==> src/rtl/fb_rect_fill.sv <==
// -----------------------------------------------------------------------------
// fb_rect_fill
//
// AXI4 write master that fills a rectangle of the XGA framebuffer with a solid
// colour, one 16-beat INCR burst (32 pixels, 128 bytes) at a time. Each 64-bit
// beat carries two pixels in the display unpack format:
//   WDATA = {8'h00, pixel, 8'h00, pixel}.
//
// Ports
//   ACLK, ARST            clock, asynchronous active-high reset
//   START                 one-cycle request, only honoured while idle
//   FBADDR                framebuffer base address bits [31:12]
//   X0, Y0                top-left corner (X0[4:0] ignored)
//   WIDTH, HEIGHT         rectangle size (WIDTH[4:0] ignored)
//   COLOR                 fill colour {R,G,B}
//   COLOR2                second checkerboard colour (checker build only)
//   BUSY, DONE, ERR       status: busy, one-cycle completion, sticky BRESP error
//   M_AXI_AW*/W*/B*       AXI4 write channels (AW fields and WSTRB constant)
//
// Build option
//   FB_FILL_CHECKER_EN    when defined, adds COLOR2 and alternates COLOR/COLOR2
//                         on a 32x32 pixel checkerboard.
// -----------------------------------------------------------------------------
module fb_rect_fill #(
    parameter int unsigned STRIDE_BYTES = 4096,
    parameter int unsigned H_RES        = 1024,
    parameter int unsigned V_RES        = 768
) (
    input  logic        ACLK,
    input  logic        ARST,
    input  logic        START,
    input  logic [19:0] FBADDR,
    input  logic [10:0] X0,
    input  logic [9:0]  Y0,
    input  logic [10:0] WIDTH,
    input  logic [9:0]  HEIGHT,
    input  logic [23:0] COLOR,
`ifdef FB_FILL_CHECKER_EN
    input  logic [23:0] COLOR2,
`endif
    output logic        BUSY,
    output logic        DONE,
    output logic        ERR,
    output logic        M_AXI_AWVALID,
    input  logic        M_AXI_AWREADY,
    output logic [31:0] M_AXI_AWADDR,
    output logic [7:0]  M_AXI_AWLEN,
    output logic [2:0]  M_AXI_AWSIZE,
    output logic [1:0]  M_AXI_AWBURST,
    output logic        M_AXI_WVALID,
    input  logic        M_AXI_WREADY,
    output logic [63:0] M_AXI_WDATA,
    output logic [7:0]  M_AXI_WSTRB,
    output logic        M_AXI_WLAST,
    input  logic        M_AXI_BVALID,
    output logic        M_AXI_BREADY,
    input  logic [1:0]  M_AXI_BRESP
);

    // TURN is the one-cycle gap after the B handshake where the updated x/y
    // position is compared against the clip limits.
    typedef enum logic [2:0] {S_IDLE, S_AW, S_W, S_B, S_TURN, S_DONE} state_t;

    state_t      state_q, state_d;
    logic [19:0] fb_q, fb_d;
    logic [10:0] x0_q, x0_d, xe_q, xe_d, x_q, x_d;
    logic [9:0]  ye_q, ye_d, y_q, y_d;
    logic [23:0] color_q, color_d;
    logic [3:0]  beat_q, beat_d;
    logic        err_q, err_d;
`ifdef FB_FILL_CHECKER_EN
    logic [23:0] color2_q, color2_d;
`endif

    // Clip limits, computed one bit wider than the operands so the sums
    // cannot wrap before the comparison against the screen size.
    logic [10:0] x0_al, w_al, xe_clip;
    logic [11:0] x_sum;
    logic [10:0] y_sum;
    logic [9:0]  ye_clip;
    logic        rect_empty;
    logic        unused_low_bits;

    assign x0_al      = {X0[10:5], 5'd0};
    assign w_al       = {WIDTH[10:5], 5'd0};
    assign x_sum      = {1'b0, x0_al} + {1'b0, w_al};
    assign y_sum      = {1'b0, Y0} + {1'b0, HEIGHT};
    assign xe_clip    = (x_sum > 12'(H_RES)) ? 11'(H_RES) : x_sum[10:0];
    assign ye_clip    = (y_sum > 11'(V_RES)) ? 10'(V_RES) : y_sum[9:0];
    assign rect_empty = (w_al == 11'd0) || (HEIGHT == 10'd0) ||
                        ({1'b0, x0_al} >= 12'(H_RES)) || ({1'b0, Y0} >= 11'(V_RES));
    // Sub-burst bits of X0/WIDTH carry no meaning for a 32-pixel-aligned fill.
    assign unused_low_bits = ^{X0[4:0], WIDTH[4:0]};

    // Position step after each completed burst.
    logic [10:0] x_inc;
    logic [9:0]  y_inc;
    logic        row_wrap;

    assign x_inc    = x_q + 11'd32;
    assign y_inc    = y_q + 10'd1;
    assign row_wrap = (x_inc >= xe_q);

    // State register.
    always_ff @(posedge ACLK or posedge ARST) begin
        if (ARST) begin
            state_q <= S_IDLE;
        end else begin
            // NOTE: every clocked assignment is non-blocking so all registers
            // sample the same pre-edge values regardless of statement order.
            state_q <= state_d;
        end
    end

    // Next-state logic.
    always_comb begin
        // NOTE: a default ahead of the case guarantees every path assigns
        // state_d, so no latch is inferred.
        state_d = state_q;
        case (state_q)
            S_IDLE:  if (START) state_d = rect_empty ? S_DONE : S_AW;
            S_AW:    if (M_AXI_AWREADY) state_d = S_W;
            S_W:     if (M_AXI_WREADY && (beat_q == 4'd15)) state_d = S_B;
            S_B:     if (M_AXI_BVALID) state_d = S_TURN;
            S_TURN:  state_d = (y_q >= ye_q) ? S_DONE : S_AW;
            S_DONE:  state_d = S_IDLE;
            default: state_d = S_IDLE;
        endcase
    end

    // Output decode; all handshake/status outputs depend on state only, so
    // they drop together as soon as ARST forces the state back to IDLE.
    always_comb begin
        BUSY          = 1'b0;
        DONE          = 1'b0;
        M_AXI_AWVALID = 1'b0;
        M_AXI_WVALID  = 1'b0;
        M_AXI_WLAST   = 1'b0;
        M_AXI_BREADY  = 1'b0;
        case (state_q)
            S_AW: begin
                BUSY          = 1'b1;
                M_AXI_AWVALID = 1'b1;
            end
            S_W: begin
                BUSY         = 1'b1;
                M_AXI_WVALID = 1'b1;
                M_AXI_WLAST  = (beat_q == 4'd15);
            end
            S_B: begin
                BUSY         = 1'b1;
                M_AXI_BREADY = 1'b1;
            end
            S_TURN:  BUSY = 1'b1;
            S_DONE:  DONE = 1'b1;
            default: ;
        endcase
    end

    // Datapath next-state: latch the request, count beats, walk the rectangle.
    always_comb begin
        fb_d    = fb_q;
        x0_d    = x0_q;
        xe_d    = xe_q;
        ye_d    = ye_q;
        x_d     = x_q;
        y_d     = y_q;
        color_d = color_q;
        beat_d  = beat_q;
        err_d   = err_q;
`ifdef FB_FILL_CHECKER_EN
        color2_d = color2_q;
`endif
        if ((state_q == S_IDLE) && START) begin
            fb_d    = FBADDR;
            x0_d    = x0_al;
            x_d     = x0_al;
            y_d     = Y0;
            xe_d    = xe_clip;
            ye_d    = ye_clip;
            color_d = COLOR;
            beat_d  = 4'd0;
            err_d   = 1'b0;
`ifdef FB_FILL_CHECKER_EN
            color2_d = COLOR2;
`endif
        end
        // The 4-bit counter wraps 15 -> 0, so it is ready for the next burst.
        if ((state_q == S_W) && M_AXI_WREADY) begin
            beat_d = beat_q + 4'd1;
        end
        // Errors are recorded but never stop the fill.
        if ((state_q == S_B) && M_AXI_BVALID) begin
            err_d = err_q | (M_AXI_BRESP != 2'b00);
            if (row_wrap) begin
                x_d = x0_q;
                y_d = y_inc;
            end else begin
                x_d = x_inc;
            end
        end
    end

    always_ff @(posedge ACLK or posedge ARST) begin
        if (ARST) begin
            fb_q    <= '0;
            x0_q    <= '0;
            xe_q    <= '0;
            ye_q    <= '0;
            x_q     <= '0;
            y_q     <= '0;
            color_q <= '0;
            beat_q  <= '0;
            err_q   <= 1'b0;
`ifdef FB_FILL_CHECKER_EN
            color2_q <= '0;
`endif
        end else begin
            fb_q    <= fb_d;
            x0_q    <= x0_d;
            xe_q    <= xe_d;
            ye_q    <= ye_d;
            x_q     <= x_d;
            y_q     <= y_d;
            color_q <= color_d;
            beat_q  <= beat_d;
            err_q   <= err_d;
`ifdef FB_FILL_CHECKER_EN
            color2_q <= color2_d;
`endif
        end
    end

    // Burst colour.
    logic [23:0] pix;
`ifdef FB_FILL_CHECKER_EN
    assign pix = (x_q[5] ^ y_q[5]) ? color2_q : color_q;
`else
    assign pix = color_q;
`endif

    // x_q/y_q only change in B, so AWADDR is stable for the whole AW phase.
    assign M_AXI_AWADDR  = {fb_q, 12'h000} + (32'(y_q) * STRIDE_BYTES) + {19'd0, x_q, 2'b00};
    assign M_AXI_AWLEN   = 8'd15;
    assign M_AXI_AWSIZE  = 3'd3;
    assign M_AXI_AWBURST = 2'b01;
    assign M_AXI_WDATA   = {8'h00, pix, 8'h00, pix};
    assign M_AXI_WSTRB   = 8'hFF;
    assign ERR           = err_q;

endmodule

==> config.mk <==
export PLATFORM = sky130hd
export DESIGN_NAME = fb_rect_fill
export DESIGN_NICKNAME = d
export VERILOG_FILES = /design/src/rtl/fb_rect_fill.sv
export SDC_FILE = /design/constraint.sdc
export NUM_CORES = 1
export LEC_CHECK = 0
export CELL_PAD_IN_SITES_DETAIL_PLACEMENT = 1
export CELL_PAD_IN_SITES_GLOBAL_PLACEMENT = 2
export CORE_MARGIN = 1
export CORE_UTILIZATION = 27
export CTS_BUF_LIST = sky130_fd_sc_hd__clkbuf_4 sky130_fd_sc_hd__clkbuf_8
export DETAILED_ROUTE_END_ITERATION = 10
export GPL_TIMING_DRIVEN = 1
export PLACE_DENSITY = 0.95
export SLEW_MARGIN = 20
export SYNTH_ARGS = -nofsm -noshare
export SYNTH_HDL_FRONTEND = slang
export SYNTH_SLANG_ARGS = --single-unit
==> constraint.sdc <==
create_clock -name ACLK -period 3.4 [get_ports ACLK]
set_input_delay 0.51 -clock ACLK [delete_from_list [all_inputs] [get_ports ACLK]]
set_output_delay 0.51 -clock ACLK [all_outputs]
set_load 0.005 [all_outputs]
======== After elaboration in Yosys (flattened, before gate mapping) ========
Cells that the tools add are included.
operators by class
  add/sub/neg operators ................... 7
  order comparisons ....................... 6
  equality and inequality tests ........... 10
  muxes and demuxes ....................... 25
  bitwise operators ....................... 1
  reductions and logical operators ........ 15
operators with widths
  kind                                                        count
  2-to-1 mux 11 bit                                           4
  2-to-1 mux 10 bit                                           4
  adder 32 x 13 -> 32 bit                                     1
  adder 32 x 22 -> 32 bit                                     1
  2-to-1 mux 3 bit                                            6
  case mux 3 bit (5 select lines)                             1
  adder 11 x 11 -> 12 bit                                     1
  > comparator 12 x 11 -> 1 bit (second input constant)       1
  adder 10 x 10 -> 11 bit                                     1
  adder 11 x 6 -> 11 bit (second input constant)              1
  greater-or-equal comparator 11 bit                          1
  greater-or-equal comparator 11 bit (second input constant)  1
  > comparator 11 x 10 -> 1 bit (second input constant)       1
  logical NOT 11 bit                                          1
  adder 10 x 1 -> 10 bit (second input constant)              1
  greater-or-equal comparator 10 bit                          1
  greater-or-equal comparator 10 bit (second input constant)  1
  logical NOT 10 bit                                          1
  2-to-1 mux 1 bit                                            8
  2-to-1 mux 4 bit                                            2
  != test 2 bit (second input constant)                       4
  equality test 3 x 2 -> 1 bit (second input constant)        2
  equality test 3 bit (second input constant)                 2
  nonzero test 2 bit                                          3
  other kinds (9)                                             14
storage, ports and cells
  register bits after elaboration ......... 100
  input port bits ......................... 94
  output and inout port bits .............. 124
  logic and storage cells ................. 74

======== Logic depth before layout (Yosys ltp) ========
  depth after elaboration ................. 7
  mapped depth ............................ 13
  depth with buffers taken out ............ 13

======== Least setup slack after synthesis ========
OpenSTA, ideal clock, no wires.
  path type ............................... reg-to-output
  from .................................... register y_q[0]
  to ...................................... output M_AXI_AWADDR[31]
  arrival ................................. 2.594 ns
  required time ........................... 2.890 ns
  slack ................................... 0.296 ns
  stages on the path, launching flop included .. 14
  buffers on the path ..................... 0
  cell sequence ........................... dfrtp_1 inv_1 fa_1 inv_1 ha_1 inv_1 fa_1 nor2b_1 o21a_1 o21ai_1 a211oi_1 a211oi_2 nor4bb_1 xor2_1
between the ends
  word-level cells in the longest chain between the ends .. 2
ends and longest elaborated chain
  element                  line  source
  from (decl)              67    logic [9:0] ye_q, ye_d, y_q, y_d;
  from (signal assigned)   224   y_q <= y_d;
  adder 32 x 22 -> 32 bit  243   assign M_AXI_AWADDR = {fb_q, 12'h000} + (32'(y_q) * STRIDE_BYTES) + {19'd0, x_q, 2'b00};
  adder 32 x 13 -> 32 bit  243
  to (decl)                46    output logic [31:0] M_AXI_AWADDR,
Every way passes these cells.

======== Final worst setup path ========
  from .................................... register x_q[10]
  to ...................................... output M_AXI_AWADDR[31]
between the ends
  word-level cells in the longest chain between the ends .. 1
ends and longest elaborated chain
  element                  line  source
  from (decl)              66    logic [10:0] x0_q, x0_d, xe_q, xe_d, x_q, x_d;
  from (signal assigned)   210   x_q <= '0;
  from (signal assigned)   223   x_q <= x_d;
  adder 32 x 13 -> 32 bit  243
Every way passes these cells.

==> metrics.txt <==
critical path endpoint category=output port; WS Path Type=reg2out; #FFs+latches synth=90; Die H=153 um; CP Max Fanout=4; mapped cell area=between 6000 and 7000 sq um; Num CTS Buffers=9; Post-synth ARST share=1.00; IO buf count=between 150 and 200; Worst-path clk slew=0.09 ns; Filler Cells Inserted=2,599; final std cells w/o fill=1,151; Fmax achieved=0.273 GHz; Yosys cell types=58; clock buffer depth=2; final setup violation count=4; Synth Instances=~710; number of enable flip-flop cells after synthesis=0; status=complete, but fails checks; WL final=17.1 mm; Max Slew Vio Count=0; PD cells=936 nW/um^2; Hold Path Cell Cnt=2; initial drt markers=about 130; first-pass GRT wire length=28.0 mm; failing checks=negative setup slack; GRT Total Usage=0.150; HPWL Detailed=roughly 13 mm; WL/cell=roughly 15 um; hold buffers post-CTS=0; drt via density=4.61; Worst-Skew Late Latency=0.39 ns; Site Rows=54; Worst Slack Setup Final=-0.258 ns; H-tree depth=3; die width=153 um; I/O pins=218; Final Util=0.375; dominant synthesized flop cell=dfrtp_1; placed cells=1,124; Worst Skew=0.0163 ns; RSZ-0062 raised after global routing=yes; clock root buffer=clkbuf_8; Hold Crit Class=reg2reg; critical path arrival=3.15 ns; Antenna Violating Nets Remaining=0; Max-slew headroom=0.453; total gr overflow=0; startpoint type of the worst setup path=flip-flop; P_leak=0.00389 uW; final period utilization=1.08; sequential share of the synthesized area=0.366; synth warn=0; clk sink count=90; post-route cell area=8280 sq um; Final Hold Viols=0; ranking of synthesized cells by area=dfrtp_1 37%, ha_1 11%, nand2_1 11%, buf_4 8.9%, xnor2_1 3.3%; DR pass1 iterations=4; multi-input logic area=roughly 3400 sq um; vias=5,311; Max VDD drop=between 0.0003 and 0.0004 V; Mean Syn Cell Area=between 8 and 9 sq um; share of layout cells above drive strength 1=0.119; post-route minimum period=around 3.7 ns; largest net degree at the start of global routing=59; R2R depth=9; number of global-route vias before repair=approximately 5,500; # diodes=0; initial antenna violation count=0; Nets=1,018; DRC violations left=0; gpl congestion=0.796; Core Footprint=22,100 sq um; area grow syn2layout=34.8%; placed cell area=7870 sq um; post-synth top area cell=dfrtp_1; max cap viols=0; Setup TNS=-0.689 ns; share of the synthesized area in the top cell type=0.366; Die Footprint=between 20,000 and 25,000 sq um; Worst Path Required=~2.9 ns; Register Area=2250 sq um; Worst Tran Pin Value=0.812 ns; CTS tree=done; initial core utilization=0.278
## worst paths after layout
check	start	end	slack, ns
worst max register to register	x_q[5]	y_q[7]	0.48
min in group asynchronous	ARST	color_q[4]	0.55
worst min register to register	x0_q[10]	x0_q[10]	0.48
worst max-delay path	x_q[10]	M_AXI_AWADDR[31]	-0.26
worst min-delay path	x0_q[10]	x0_q[10]	0.48
max in group asynchronous	ARST	y_q[1]	2.18
## metrics by stage
| step | power, uW | hold WS (ns) | setup slack, ns |
|---|---|---|---|
| 2_1_floorplan | 4540 | 0.438 | 0.296 |
| 3_3_place_gp | 6580 | 0.452 | -0.396 |
| 3_5_place_dp | 6750 | 0.460 | -0.457 |
| 4_1_cts | 7740 | 0.484 | -0.363 |
| 5_1_grt | 8460 | 0.509 | -0.478 |
| 6_report | 7750 | 0.482 | -0.258 |
## placed cells by master (no fill, tap or decap), drive strengths merged, types with 8 or more instances in the layout
master / synthesis / layout
nand2: 179 / 179
clkdlybuf4s50: 0 / 148
dfrtp: 90 / 90
ha: 54 / 54
conb: 2 / 44
buf: 80 / 43
inv: 40 / 42
a21oi: 28 / 28
nor2: 26 / 26
xnor2: 23 / 23
o21ai: 22 / 22
a211oi: 14 / 14
nand3: 11 / 11
xor2: 11 / 11
clkbuf: 15 / 11
a21o: 10 / 10
a31oi: 9 / 9
and3: 8 / 8
nor2b: 8 / 8
a22o: 8 / 8
## flip-flops by register name, summed over array words and instances (netlist names), 4 cells and up
| name | flops |
|---|---|
| ye_q | 10 |
| color_q | 24 |
| fb_q | 20 |
| beat_q | 4 |
| xe_q | 6 |
| x_q | 6 |
| y_q | 10 |
| x0_q | 6 |
## final cells by class
class / instances / share of cell area
sequential: 90 / 0.272
clock buffer: 10 / 0.0166
timing repair buffer: 199 / 0.228
clock inverter: 6 / 0.00861
multi-input combinational: 526 / 0.414
tap: 280 / 0.0423
inverter: 40 / 0.0184
## cells in the mapped netlist, types with 5 or more instances
library cell / n
a211oi_1: 13
a21o_1: 10
a21oi_1: 26
a22o_1: 6
a31oi_1: 9
a32o_1: 5
and3_1: 8
buf_2: 7
buf_4: 73
clkbuf_1: 15
dfrtp_1: 90
ha_1: 54
inv_1: 40
nand2_1: 179
nand3_1: 11
nor2_1: 26
nor2b_1: 8
o21ai_0: 21
xnor2_1: 23
xor2_1: 11
## critical path: stages, from the launching register on
cell and delay, ns:
dfrtp_1 0.38, inv_2 0.06, fa_2 0.36, inv_2 0.07
ha_4 0.12, inv_2 0.03, fa_2 0.33, nor2b_1 0.12
o21a_1 0.17, o21ai_2 0.08, a211oi_2 0.23, a211oi_2 0.11
buf_4 0.16, nor4bb_4 0.26, xor2_1 0.16, buf_2 0.13
## cell families (layout without fill, tap and decap cells)
family / count (synthesis) / after routing / share of synthesized area
other cells: 2 / 44 / 0.00122
simple gates: 255 / 255 / 0.178
buf+inv: 135 / 255 / 0.128
xor+xnor: 34 / 34 / 0.0485
flops: 90 / 90 / 0.366
compound gates: 132 / 132 / 0.149
fa+ha+maj: 58 / 58 / 0.123
mux: 3 / 3 / 0.00509
## routing by layer
metal / track usage / wire length [um] / up-vias
met4: 0.0394 / 194 / 0
met2: 0.266 / 8420 / 126
met1: 0.186 / 7910 / 2580
li1: - / - / 2594
met5: 0 / 0 / -
met3: 0.0272 / 593 / 11
## report_power, final
group	switching, uW	leakage (uW)	internal (uW)
Combinational	2310	0.00267	2660
Clock	435	0.0000995	367
Sequential	428	0.00112	1550
Total	3180	0.00389	4580
## what timing repair did
action                     4_1_cts  5_1_grt
setup endpoints to repair       15       13
gates resized for setup         64       15
buffers inserted                 8        4
pin swaps                       22       12
Power figures use the tool's default switching activity.
